File: src/rtl/ifu_pkg.sv
// rtl/ifu_pkg.sv - shared types and defaults for the instruction fetch unit
// Purpose: default widths, fetch FSM state encoding and the fetch-entry layout.
// Ports: none (package).
package ifu_pkg;

  localparam int IFU_PC_W   = 16;
  localparam int IFU_INST_W = 32;

  typedef enum logic [1:0] {
    ST_IDLE = 2'd0,
    ST_RUN  = 2'd1,
    ST_HALT = 2'd2
  } ifu_state_e;

  // Layout of one prefetch FIFO entry; the top packs {pc, inst} in this order.
  typedef struct packed {
    logic [IFU_PC_W-1:0]   pc;
    logic [IFU_INST_W-1:0] inst;
  } fetch_entry_t;

endpackage

File: src/rtl/ifu_fifo.sv
// rtl/ifu_fifo.sv - prefetch FIFO holding {pc, inst} entries
// Purpose: DEPTH-entry FIFO (DEPTH a power of 2) with push, pop and flush.
// Ports:
//   clk, rst            clock, asynchronous active-high reset (pointers/count only)
//   push, push_data     write an entry (ignored when full unless popping)
//   pop                 remove the head entry (ignored when empty)
//   flush               empty the FIFO; wins over push in the same cycle
//   head_data           entry at the head (contents undefined when empty)
//   count               number of valid entries, 0..DEPTH
module ifu_fifo #(
  parameter int DEPTH = 4,
  parameter int W     = 48
) (
  input  logic                     clk,
  input  logic                     rst,
  input  logic                     push,
  input  logic [W-1:0]             push_data,
  input  logic                     pop,
  input  logic                     flush,
  output logic [W-1:0]             head_data,
  output logic [$clog2(DEPTH):0]   count
);

  localparam int AW = $clog2(DEPTH);

  logic [W-1:0]  mem_q [DEPTH];
  logic [AW-1:0] wr_ptr_q, wr_ptr_d;
  logic [AW-1:0] rd_ptr_q, rd_ptr_d;
  logic [AW:0]   count_q, count_d;
  logic          do_push, do_pop;

  always_comb begin
    do_pop   = pop && (count_q != '0);
    do_push  = push && ((count_q != (AW+1)'(DEPTH)) || do_pop);
    // Pointers wrap naturally because DEPTH is a power of 2.
    wr_ptr_d = wr_ptr_q + AW'(do_push);
    rd_ptr_d = rd_ptr_q + AW'(do_pop);
    count_d  = count_q + (AW+1)'(do_push) - (AW+1)'(do_pop);
    if (flush) begin
      wr_ptr_d = '0;
      rd_ptr_d = '0;
      count_d  = '0;
    end
  end

  always_ff @(posedge clk or posedge rst) begin
    if (rst) begin
      wr_ptr_q <= '0;
      rd_ptr_q <= '0;
      count_q  <= '0;
    end else begin
      wr_ptr_q <= wr_ptr_d;
      rd_ptr_q <= rd_ptr_d;
      count_q  <= count_d;
    end
  end

  always_ff @(posedge clk) begin
    if (do_push && !flush) begin
      mem_q[wr_ptr_q] <= push_data;
    end
  end

  assign head_data = mem_q[rd_ptr_q];
  assign count     = count_q;

endmodule

File: src/rtl/instr_fetch_unit.sv
// rtl/instr_fetch_unit.sv - prefetching instruction fetch stage
// Purpose: issues in-order word reads to instruction memory, buffers the
//   returned instructions with their PCs and hands them to decode; execute
//   redirects flush the buffer and stale in-flight responses are discarded.
// Ports:
//   clk, rst                 clock, asynchronous active-high reset
//   fetch_en                 1 = allow new memory requests
//   imem_req_*               request valid/ready/word address
//   imem_rsp_valid/data      in-order read responses (latency >= 1)
//   redirect_valid/pc        PC change from execute (one-cycle pulse)
//   dec_valid/ready/inst/pc  hand-off to decode
//   perf_fetched/flushes     optional counters, present only with IFU_PERF_CNT_EN
// Configuration macro: IFU_PERF_CNT_EN.
module instr_fetch_unit
  import ifu_pkg::*;
#(
  parameter int              DEPTH    = 4,
  parameter int              PC_W     = IFU_PC_W,
  parameter int              INST_W   = IFU_INST_W,
  parameter logic [PC_W-1:0] RESET_PC = '0
) (
  input  logic              clk,
  input  logic              rst,
  input  logic              fetch_en,
  output logic              imem_req_valid,
  input  logic              imem_req_ready,
  output logic [PC_W-1:0]   imem_req_addr,
  input  logic              imem_rsp_valid,
  input  logic [INST_W-1:0] imem_rsp_data,
  input  logic              redirect_valid,
  input  logic [PC_W-1:0]   redirect_pc,
  output logic              dec_valid,
  input  logic              dec_ready,
  output logic [INST_W-1:0] dec_inst,
  output logic [PC_W-1:0]   dec_pc
`ifdef IFU_PERF_CNT_EN
  ,
  output logic [31:0]       perf_fetched,
  output logic [15:0]       perf_flushes
`endif
);

  localparam int CW = $clog2(DEPTH) + 1;

  ifu_state_e         state_q, state_d;
  logic [PC_W-1:0]    fetch_pc_q, fetch_pc_d;
  // PC of the next response that will be kept; responses return in issue order.
  logic [PC_W-1:0]    rsp_pc_q, rsp_pc_d;
  logic [CW-1:0]      outstanding_q, outstanding_d;
  logic [CW-1:0]      drop_cnt_q, drop_cnt_d;

  logic [CW-1:0]      fifo_count;
  logic [PC_W+INST_W-1:0] head_data;
  logic [CW:0]        in_use;
  logic               req_fire, redirect, push, pop;

  always_comb begin
    state_d = state_q;
    unique case (state_q)
      ST_IDLE: state_d = ST_RUN;
      ST_RUN:  if (!fetch_en) state_d = ST_HALT;
      ST_HALT: if (fetch_en) state_d = ST_RUN;
      default: state_d = ST_IDLE;
    endcase
  end

  always_comb begin
    // Buffer space is reserved at issue time, so a response always has a slot.
    in_use         = (CW+1)'(outstanding_q) + (CW+1)'(fifo_count);
    imem_req_valid = (state_q == ST_RUN) && (in_use < (CW+1)'(DEPTH));
    req_fire       = imem_req_valid && imem_req_ready;
    redirect       = redirect_valid && (state_q != ST_IDLE);
    dec_valid      = (fifo_count != '0);
    pop            = dec_valid && dec_ready;
    push           = imem_rsp_valid && (drop_cnt_q == '0) && !redirect;

    outstanding_d  = outstanding_q + CW'(req_fire) - CW'(imem_rsp_valid);
    drop_cnt_d     = drop_cnt_q - CW'(imem_rsp_valid && (drop_cnt_q != '0));
    fetch_pc_d     = fetch_pc_q + PC_W'(req_fire);
    rsp_pc_d       = rsp_pc_q + PC_W'(push);

    if (redirect) begin
      // Everything still in flight after this edge (including a request
      // accepted right now with the old PC) belongs to the old stream.
      drop_cnt_d = outstanding_d;
      fetch_pc_d = redirect_pc;
      rsp_pc_d   = redirect_pc;
    end
  end

  always_ff @(posedge clk or posedge rst) begin
    if (rst) begin
      state_q       <= ST_IDLE;
      fetch_pc_q    <= RESET_PC;
      rsp_pc_q      <= RESET_PC;
      outstanding_q <= '0;
      drop_cnt_q    <= '0;
    end else begin
      state_q       <= state_d;
      fetch_pc_q    <= fetch_pc_d;
      rsp_pc_q      <= rsp_pc_d;
      outstanding_q <= outstanding_d;
      drop_cnt_q    <= drop_cnt_d;
    end
  end

  ifu_fifo #(
    .DEPTH (DEPTH),
    .W     (PC_W + INST_W)
  ) u_fifo (
    .clk       (clk),
    .rst       (rst),
    .push      (push),
    .push_data ({rsp_pc_q, imem_rsp_data}),
    .pop       (pop),
    .flush     (redirect),
    .head_data (head_data),
    .count     (fifo_count)
  );

  assign imem_req_addr = fetch_pc_q;
  // Storage is not reset, so the head is masked to zero while empty.
  assign dec_inst = dec_valid ? head_data[INST_W-1:0] : '0;
  assign dec_pc   = dec_valid ? head_data[PC_W+INST_W-1:INST_W] : '0;

`ifdef IFU_PERF_CNT_EN
  logic [31:0] perf_fetched_q, perf_fetched_d;
  logic [15:0] perf_flushes_q, perf_flushes_d;

  always_comb begin
    perf_fetched_d = perf_fetched_q;
    perf_flushes_d = perf_flushes_q;
    if (pop && (perf_fetched_q != '1)) perf_fetched_d = perf_fetched_q + 32'd1;
    if (redirect && (perf_flushes_q != '1)) perf_flushes_d = perf_flushes_q + 16'd1;
  end

  always_ff @(posedge clk or posedge rst) begin
    if (rst) begin
      perf_fetched_q <= '0;
      perf_flushes_q <= '0;
    end else begin
      perf_fetched_q <= perf_fetched_d;
      perf_flushes_q <= perf_flushes_d;
    end
  end

  assign perf_fetched = perf_fetched_q;
  assign perf_flushes = perf_flushes_q;
`endif

endmodule

File: config.mk
export PLATFORM = sky130hd
export DESIGN_NAME = instr_fetch_unit
export DESIGN_NICKNAME = d
export VERILOG_FILES = /design/src/rtl/ifu_pkg.sv /design/src/rtl/ifu_fifo.sv /design/src/rtl/instr_fetch_unit.sv
export SDC_FILE = /design/constraint.sdc
export NUM_CORES = 1
export LEC_CHECK = 0
export ABC_AREA = 1
export CORE_MARGIN = 5
export CORE_UTILIZATION = 60
export DETAILED_ROUTE_END_ITERATION = 16
export DONT_BUFFER_PORTS = 1
export PLACE_DENSITY = 0.82
export SKIP_LAST_GASP = 1
export SYNTH_ARGS = -nofsm -noshare
export SYNTH_HDL_FRONTEND = slang
export SYNTH_HIERARCHICAL = 1
export SYNTH_SLANG_ARGS = --single-unit
File: constraint.sdc
create_clock -name clk -period 6.36 [get_ports clk]
set_input_delay 1.272 -clock clk [delete_from_list [all_inputs] [get_ports clk]]
set_output_delay 1.272 -clock clk [all_outputs]
set_load 0.03 [all_outputs]
### Word level (Yosys, flattened, before mapping)

Memories as Yosys holds them, arrays and structs flattened.
Cells that the tools add are included.

* register bits after elaboration: 47
* memory bits (writable): 192
* bits of input ports: 55
* output and inout bits: 66
* logic and storage cells: 56
* memories: 1

Memories
* u_fifo.mem_q: depth 4, width 48, rd ports 1, clocked after Yosys merged registers in 0, wr ports 1, line ifu_fifo.sv:26 `logic [W-1:0] mem_q [DEPTH];`

* $add $sub $neg: 10
* magnitude comparators: 1
* eq/ne operators: 5
* muxes and demuxes: 13
* reductions and logical operators: 18

Operators with widths (number)
* $mux 16: 3
* $add 16x1->16: 2
* $mux 32: 1
* $logic_and 1x1->1: 10
* $sub 3x1->3: 3
* $mux 2: 4
* $add 3x1->3: 2
* $mux 3: 2
* $pmux 2 s3: 1
* $reduce_bool 3->1: 2
* $add 2x1->2: 2
* $add 3x3->4: 1
* $lt 4x3->1 const B: 1
* $ne 2x2->1 const B: 2
* $logic_not 3->1: 1
* $ne 3x3->1 const B: 1
* $eq 2x1->1 const B: 1
* $eq 2x2->1 const B: 1
* $logic_not 2->1: 1
* $mux 1: 2
* $reduce_and 2->1: 1
* $reduce_bool 2->1: 1
* $logic_not 1->1: 1
* $logic_or 1x1->1: 1

### Logic depth before layout (Yosys ltp)

* depth in word-level cells: 8
* depth in mapped cells: 16
* gate-level depth less buffers: 16

### Cells and area by module

The synthesis kept the hierarchy.

Modules (own cells, without submodules)
* ifu_fifo: times used 1, cells an instance 612, area each 7996.4 um2, sequential area each 5940.7 um2
* instr_fetch_unit: times used 1, cells an instance 423, area each 2800.2 um2, sequential area each 1001.0 um2

### Worst setup path after synthesis

OpenSTA, ideal clock, no wires.

* kind: in2reg
* start point: input port redirect_valid
* end point: memory u_fifo.mem_q[0][0], enable pin
* setup time: 454 ps
* arrival time: 3895 ps
* data required time: 5906 ps
* path slack: 2011 ps
* stages: 6
* buffers on the path: 1
* path through: nand2_4 -> inv_4 -> buf_6 -> nor2_1 -> nand3_1 -> nor2_1

* cells in the longest elaborated chain, start to end: 7

Ends and longest elaborated chain
* start, declared: line instr_fetch_unit.sv:30 `input logic redirect_valid,`
* $logic_and 1x1->1: line instr_fetch_unit.sv:72 `redirect = redirect_valid && (state_q != ST_IDLE);`
* named net redirect: line instr_fetch_unit.sv:55 `logic req_fire, redirect, push, pop;`
* $logic_not 1->1: line instr_fetch_unit.sv:75 `push = imem_rsp_valid && (drop_cnt_q == '0) && !redirect;`
* $logic_and 1x1->1: line instr_fetch_unit.sv:75
* named net push: line instr_fetch_unit.sv:55
* $logic_and 1x1->1: line ifu_fifo.sv:34 `do_push = push && ((count_q != (AW+1)'(DEPTH)) || do_pop);`
* $logic_and 1x1->1: line ifu_fifo.sv:59 `if (do_push && !flush) begin`
* $mux 1: line ifu_fifo.sv:59
* $mux 1 (implied by the code): line ifu_fifo.sv:60 `mem_q[wr_ptr_q] <= push_data;`
* end, declared: line ifu_fifo.sv:26

The timed path passes the listed nets, and every way through them passes these cells.

### Worst setup path after layout

* start point: register u_fifo.rd_ptr_q[0]
* end point: output port dec_pc[13]

* cells in the longest elaborated chain, start to end: 2

Ends and longest elaborated chain
* start, declared: line ifu_fifo.sv:28 `logic [AW-1:0] rd_ptr_q, rd_ptr_d;`
* start signal, assigned: line ifu_fifo.sv:53 `rd_ptr_q <= rd_ptr_d;`
* $mem_v2 4x48
* named net head_data[45]: line instr_fetch_unit.sv:53 `logic [PC_W+INST_W-1:0] head_data;`
* $mux 16: line instr_fetch_unit.sv:124 `assign dec_pc = dec_valid ? head_data[PC_W+INST_W-1:INST_W] : '0;`
* end, declared: line instr_fetch_unit.sv:35 `output logic [PC_W-1:0] dec_pc`

The timed path passes the listed nets, and every way through them passes these cells.

==> results.toml <==
[run_status]
status = "complete, no violations"

[place]
pre_cts_slack_ns = 2.21
gp_congestion = 0.868
numPortBuffers = 0
place_area_sq_um = 10900
dp_cells = 1229
detailedPlacementHpwl_mm = 12.6

[clock_tree]
cts_buffers = 24
htree_levels = 1
cts.clk_slew.worst_paths_ns = 0.06
cts-resized-gates = 0
clockBufferDepth = 3
ctsHoldBuffers = 0
cts-root-buf = "clkbuf_16"
tritoncts = "yes"
post-cts-setup-buffer-count = 0
worstSkewPairLatency_ns = 0.50
cts_num_sinks = 239

[synth]
ys_ff_latch = 239
syn_nets = 1106
synth_area_per_cell_sq_um = 10.4
synth_edf_count = 192
netlist_area_sq_um = 10800
async_reset_ff_share_pct = 19.7
ys_seq_area_share_pct = 64.3
synthFlopType = "edfxtp_1"
synth_cells = 1035
ys_warn_count = 6
yosysUniqueCellTypes = 34

[timing]
skew_ns = 0.00814
final.min_clock_period_ns = 4.52
setup_viol = 0
finalSetupTns_ns = 0
drv_slew = 0
worst_slew_pin_slew_ns = 1.24
fin_ws_ns = 1.84
fin_crit_sh_pct = 71.1
rsz0062_at_grt = "false"
clock.fmax_mhz = 221
hold_viol = 0
slew_headroom_pct = 16.9
hold_ws_ns = 0.538

[power_and_ir_drop]
p_leak_nw = 4.84
vdd_drop_max_uv = 323
power_density_nw_per_um2 = 417
power_mw = 4.84

[worst_setup_path]
critical-path-slowest-cell = "dfrtp_4"
reg2reg_from = "state_q[1]$_DFFE_PP0P_"
required_ns = 5.09
worstPathArrival_ns = 3.25
crit_path_max_incr_delay_ns = 1.14
setup.worst_path.start_class = "flip-flop"
crit_type = "reg2out"
crit_fanout = 118
path_cells = "buf_4, o211ai_1, nand2_1, inv_1, nor2_1"
crit_path_end_kind = "output port"
crit_start = "u_fifo/rd_ptr_q[0]$_DFF_PP0_"

[die]
die_w_um = 144
die_h_um = 144
ios = 121
initial_utilization_pct = 60.5
num_rows = 49
core_area_sq_um = 17800
die-area_sq_um = 20800

[finish]
postLayoutCoreUtil_pct = 65.0
drive_gt1_share_pct = 7.38
final_area_sq_um = 11600
nFillCells = 1328
register_area_sq_um = 6950
final_cells = 1273
area_growth_pct = 7.44
multiInputGateArea_sq_um = 2800
n_antenna_cell = 0
fin_nets = 1097

[drt]
antenna_left = 0
dr.first_iter.drc_count = 451
drt_pass1_iterations = 5
wl_per_cell_um = 15.6
num_vias = 6779
wirelength_mm = 19.8
vias_per_cell = 5.33
drcViolationCount = 0

[grt]
grt_max_degree = 119
grt-ovfl-total = 0
antenna_found_initial = 0
track_usage_pct = 19.4
grt_pass1_vias = 6661
grt_pass1_wl_mm = 32.3

[min_path]
hp-class = "reg2reg"
hp-start = "outstanding_q[1]$_DFF_PP0_"

[flow_run]
max_cap_violations = 0
[kinds of logic (layout without fill, tap and decap cells)]
group                      Yosys count  after routing  share of synthesized area, %
buffers and inverters              247            256                          10.1
adders and majority gates           16             16                          1.99
xor gates and xnor gates             6              6                         0.487
and+or+nand+nor                    347            347                          13.4
AOI/OAI and AO/OA                  180            180                          9.67
DFF                                239            239                          64.3
[cells in the mapped netlist (2+ instances only)]
cell type	number	area (sq um)
inv_2	6	22.5
buf_2	20	100
nand2_1	199	747
o21bai_1	4	30.0
o21ai_1	62	310
o22ai_1	4	25.0
fa_1	2	40.0
o31ai_1	2	15.0
o211ai_1	48	360
or2_2	2	12.5
xnor2_1	5	43.8
dfrtp_1	47	1180
inv_1	197	739
a21oi_1	52	260
nor3_1	3	15.0
o21ai_0	7	35.0
nor2_4	2	22.5
nand2_2	7	43.8
edfxtp_1	192	5770
buf_4	7	52.6
ha_1	14	175
nand3_2	2	20.0
nand3_1	34	170
buf_6	15	169
nor2_1	84	315
nor2_2	8	50.1
nand4_1	3	18.8
[where the power goes]
part	switching [mW]	total (mW)	internal [mW]
Combinational	0.999	1.35	0.347
Sequential	0.321	2.18	1.86
Clock	0.537	1.31	0.773
Total	1.86	4.84	2.98
[critical path: cells and delay by family (launching register included)]
family / cells / cell delay, ns
flip-flops: 1 / 1.14
buffers and inverters: 2 / 0.75
AND/OR/NAND/NOR: 2 / 0.62
AO/OA/AOI/OAI: 1 / 0.19
[layer usage]
metal / wire (um) / vias to the layer above / track usage (%)
met1: 8130 / 3185 / 25.5
met4: 337 / 0 / 4.81
met3: 1670 / 24 / 4.79
li1: - / 3366 / -
met2: 9700 / 204 / 32.8
met5: 0 / - / 0
[layout make-up]
type,instances,share of cell area (%)
multi-input cells,549,24.1
inverters,205,6.67
flip-flops and latches,239,59.9
well taps,229,2.47
clock buffers,35,5.80
repair buffers,7,0.453
clock inverters,9,0.593
[worst paths after layout]
| kind | slack, ns | cells after the start | endpoint |
|---|---|---|---|
| max | 1.84 | 5 | dec_pc[13] |
| min | 0.54 | 1 | outstanding_q[2]$_DFF_PP0_ |
| max in group asynchronous | 5.22 | 2 | rsp_pc_q[15]$_DFF_PP0_ |
| min reg2reg | 0.54 | 1 | outstanding_q[2]$_DFF_PP0_ |
| min in group asynchronous | 0.60 | 1 | u_fifo/count[0]$_DFF_PP0_ |
| max reg2reg | 2.92 | 8 | u_fifo/mem_q[0][6]$_DFFE_PP_ |
[layout by cell type (no fill, tap or decap), types with 8 or more instances in the layout]
cell,Yosys,layout
clkbuf_16,0,25
nand3_1,34,34
edfxtp_1,192,192
o21ai_1,62,62
dfrtp_1,47,45
inv_1,197,197
clkbuf_1,0,9
nor2_2,8,8
ha_1,14,14
a21oi_1,52,52
nand2_1,199,199
nor2_1,84,80
o211ai_1,48,48
[flip-flops by register name, indices dropped and copies added, names as in the netlist]
name	flops
u_fifo/count	3
drop_cnt_q	3
imem_req_addr	16
u_fifo/mem_q	192
u_fifo/wr_ptr_q	2
state_q	2
rsp_pc_q	16
outstanding_q	3
u_fifo/rd_ptr_q	2
No activity file was read; power rests on OpenSTA's default activity.
==> patch: new RTL, same flow settings <==
`DEPTH` is set to 4 in 2 places; all go to 2.
--- a/src/rtl/ifu_fifo.sv
+++ b/src/rtl/ifu_fifo.sv
@@ -10,3 +10,3 @@
 module ifu_fifo #(
-  parameter int DEPTH = 4,
+  parameter int DEPTH = 2,
   parameter int W     = 48
--- a/src/rtl/instr_fetch_unit.sv
+++ b/src/rtl/instr_fetch_unit.sv
@@ -16,3 +16,3 @@
 #(
-  parameter int              DEPTH    = 4,
+  parameter int              DEPTH    = 2,
   parameter int              PC_W     = IFU_PC_W,
Check against the original RTL: not equivalent (a bounded check fails within 4 cycles, from zero or initial values and one cycle with rst high).
==> patch against the unedited design <==
Wire length decreased by 39%. Core utilization increased by 2.1 points. Setup slack improved by 330 ps. Cell count decreased by 41%. Synthesized area decreased by 38%. Global-route usage decreased by 0.44 points. Critical path depth increased by 1. Register-to-register slack got worse by 550 ps. Clock skew increased by 1.8 ps. Design area decreased by 37%. Sequential cell count decreased by 101. Power decreased by 33%.
==> patch: results (changes against the unedited design) <==
nets@finish 669 (was 1,097); Total GRT Usage 19.0% (was 19.4%); slowest CP cell nor2_4 (was dfrtp_4); total power 0.00326 W (was 0.00484 W); clk buf depth 2 (was 3); post-DP HPWL 8.46 mm (was 12.6 mm); CP arrival 4370 ps (was 3250 ps); gate count after technology mapping 597 (was 1,035); Logic power comb 0.000955 W (was 0.00135 W); pin count of the biggest net entering global routing 51 (was 119); Largest register FFs 96 (was 192); outcome completed (unchanged); P_int 0.00203 W (was 0.00298 W); Wirelength per Cell 15.9 microns (was 15.6 microns); Slew HR 30.4% (was 16.9%); DP Cell Count 725 (was 1,229); Clock Skew 9.98 ps (was 8.14 ps); Pleak 3.23 nW (was 4.84 nW); Crit. Startpoint redirect_valid (was u_fifo/rd_ptr_q[0]); vias in the first global route 3,991 (was 6,661); GP Congestion 0.879 (was 0.868); H-tree depth 4 (was 1); Async S/R FF share, synth 30.4% (was 19.7%); M3 GR Usage 7.16% (was 4.79%); post-route setup slack 2170 ps (was 1840 ps)
patch: cell count changes in the layout (fill, tap and decap cells not counted), moves of 4 or more:
cell	delta
nand2_1	-103
edfxtp_1	-96
inv_1	-96
o21ai_1	-58
a21oi_1	-48
mux2_4	+48
o211ai_1	-48
clkbuf_1	-9
clkbuf_16	-9
o21ai_0	+7
ha_1	-5
dfrtp_1	-4
inv_2	-4
patch: worst min-delay path by stage:
stage	slack [ps]	startpoint	to	cells after the start
6_report	510	rsp_pc_q[10]	u_fifo/mem_q[1][42]	0
5_1_grt	520	rst	u_fifo/wr_ptr_q	1
4_1_cts	520	rst	u_fifo/count[0]	1
3_5_place_dp	500	rsp_pc_q[0]	u_fifo/mem_q[1][32]	0
3_3_place_gp	490	rsp_pc_q[0]	u_fifo/mem_q[0][32]	0
2_1_floorplan	450	rsp_pc_q[0]	u_fifo/mem_q[0][32]	0
patch: logic make-up after synthesis:
kind of cell,after synthesis
adder cells (fa/ha/maj),10
flip-flops,138
XOR/XNOR,5
multiplexers,48
AO/OA/AOI/OAI,34
buffers and inverters,120
AND/OR/NAND/NOR,242
patch: critical path, delay by kind of cell:
kind                   cells  cell delay [ps]
buffers and inverters      2             1000
and+or+nand+nor            4             2080
patch: final cells by class:
type	instances	share of cell area, %
Clock buffer	17	5.69
Clock inverter	15	2.49
Inverter	103	5.31
Multi-Input combinational cell	339	29.5
Sequential cell	138	54.1
Tap cell	140	2.41
Timing Repair Buffer	5	0.516
patch: metal layers:
metal / up-vias / wire (microns)
met5: - / 0
li1: 1958 / -
met3: 16 / 1220
met2: 151 / 5920
met4: 0 / 126
met1: 1869 / 4770
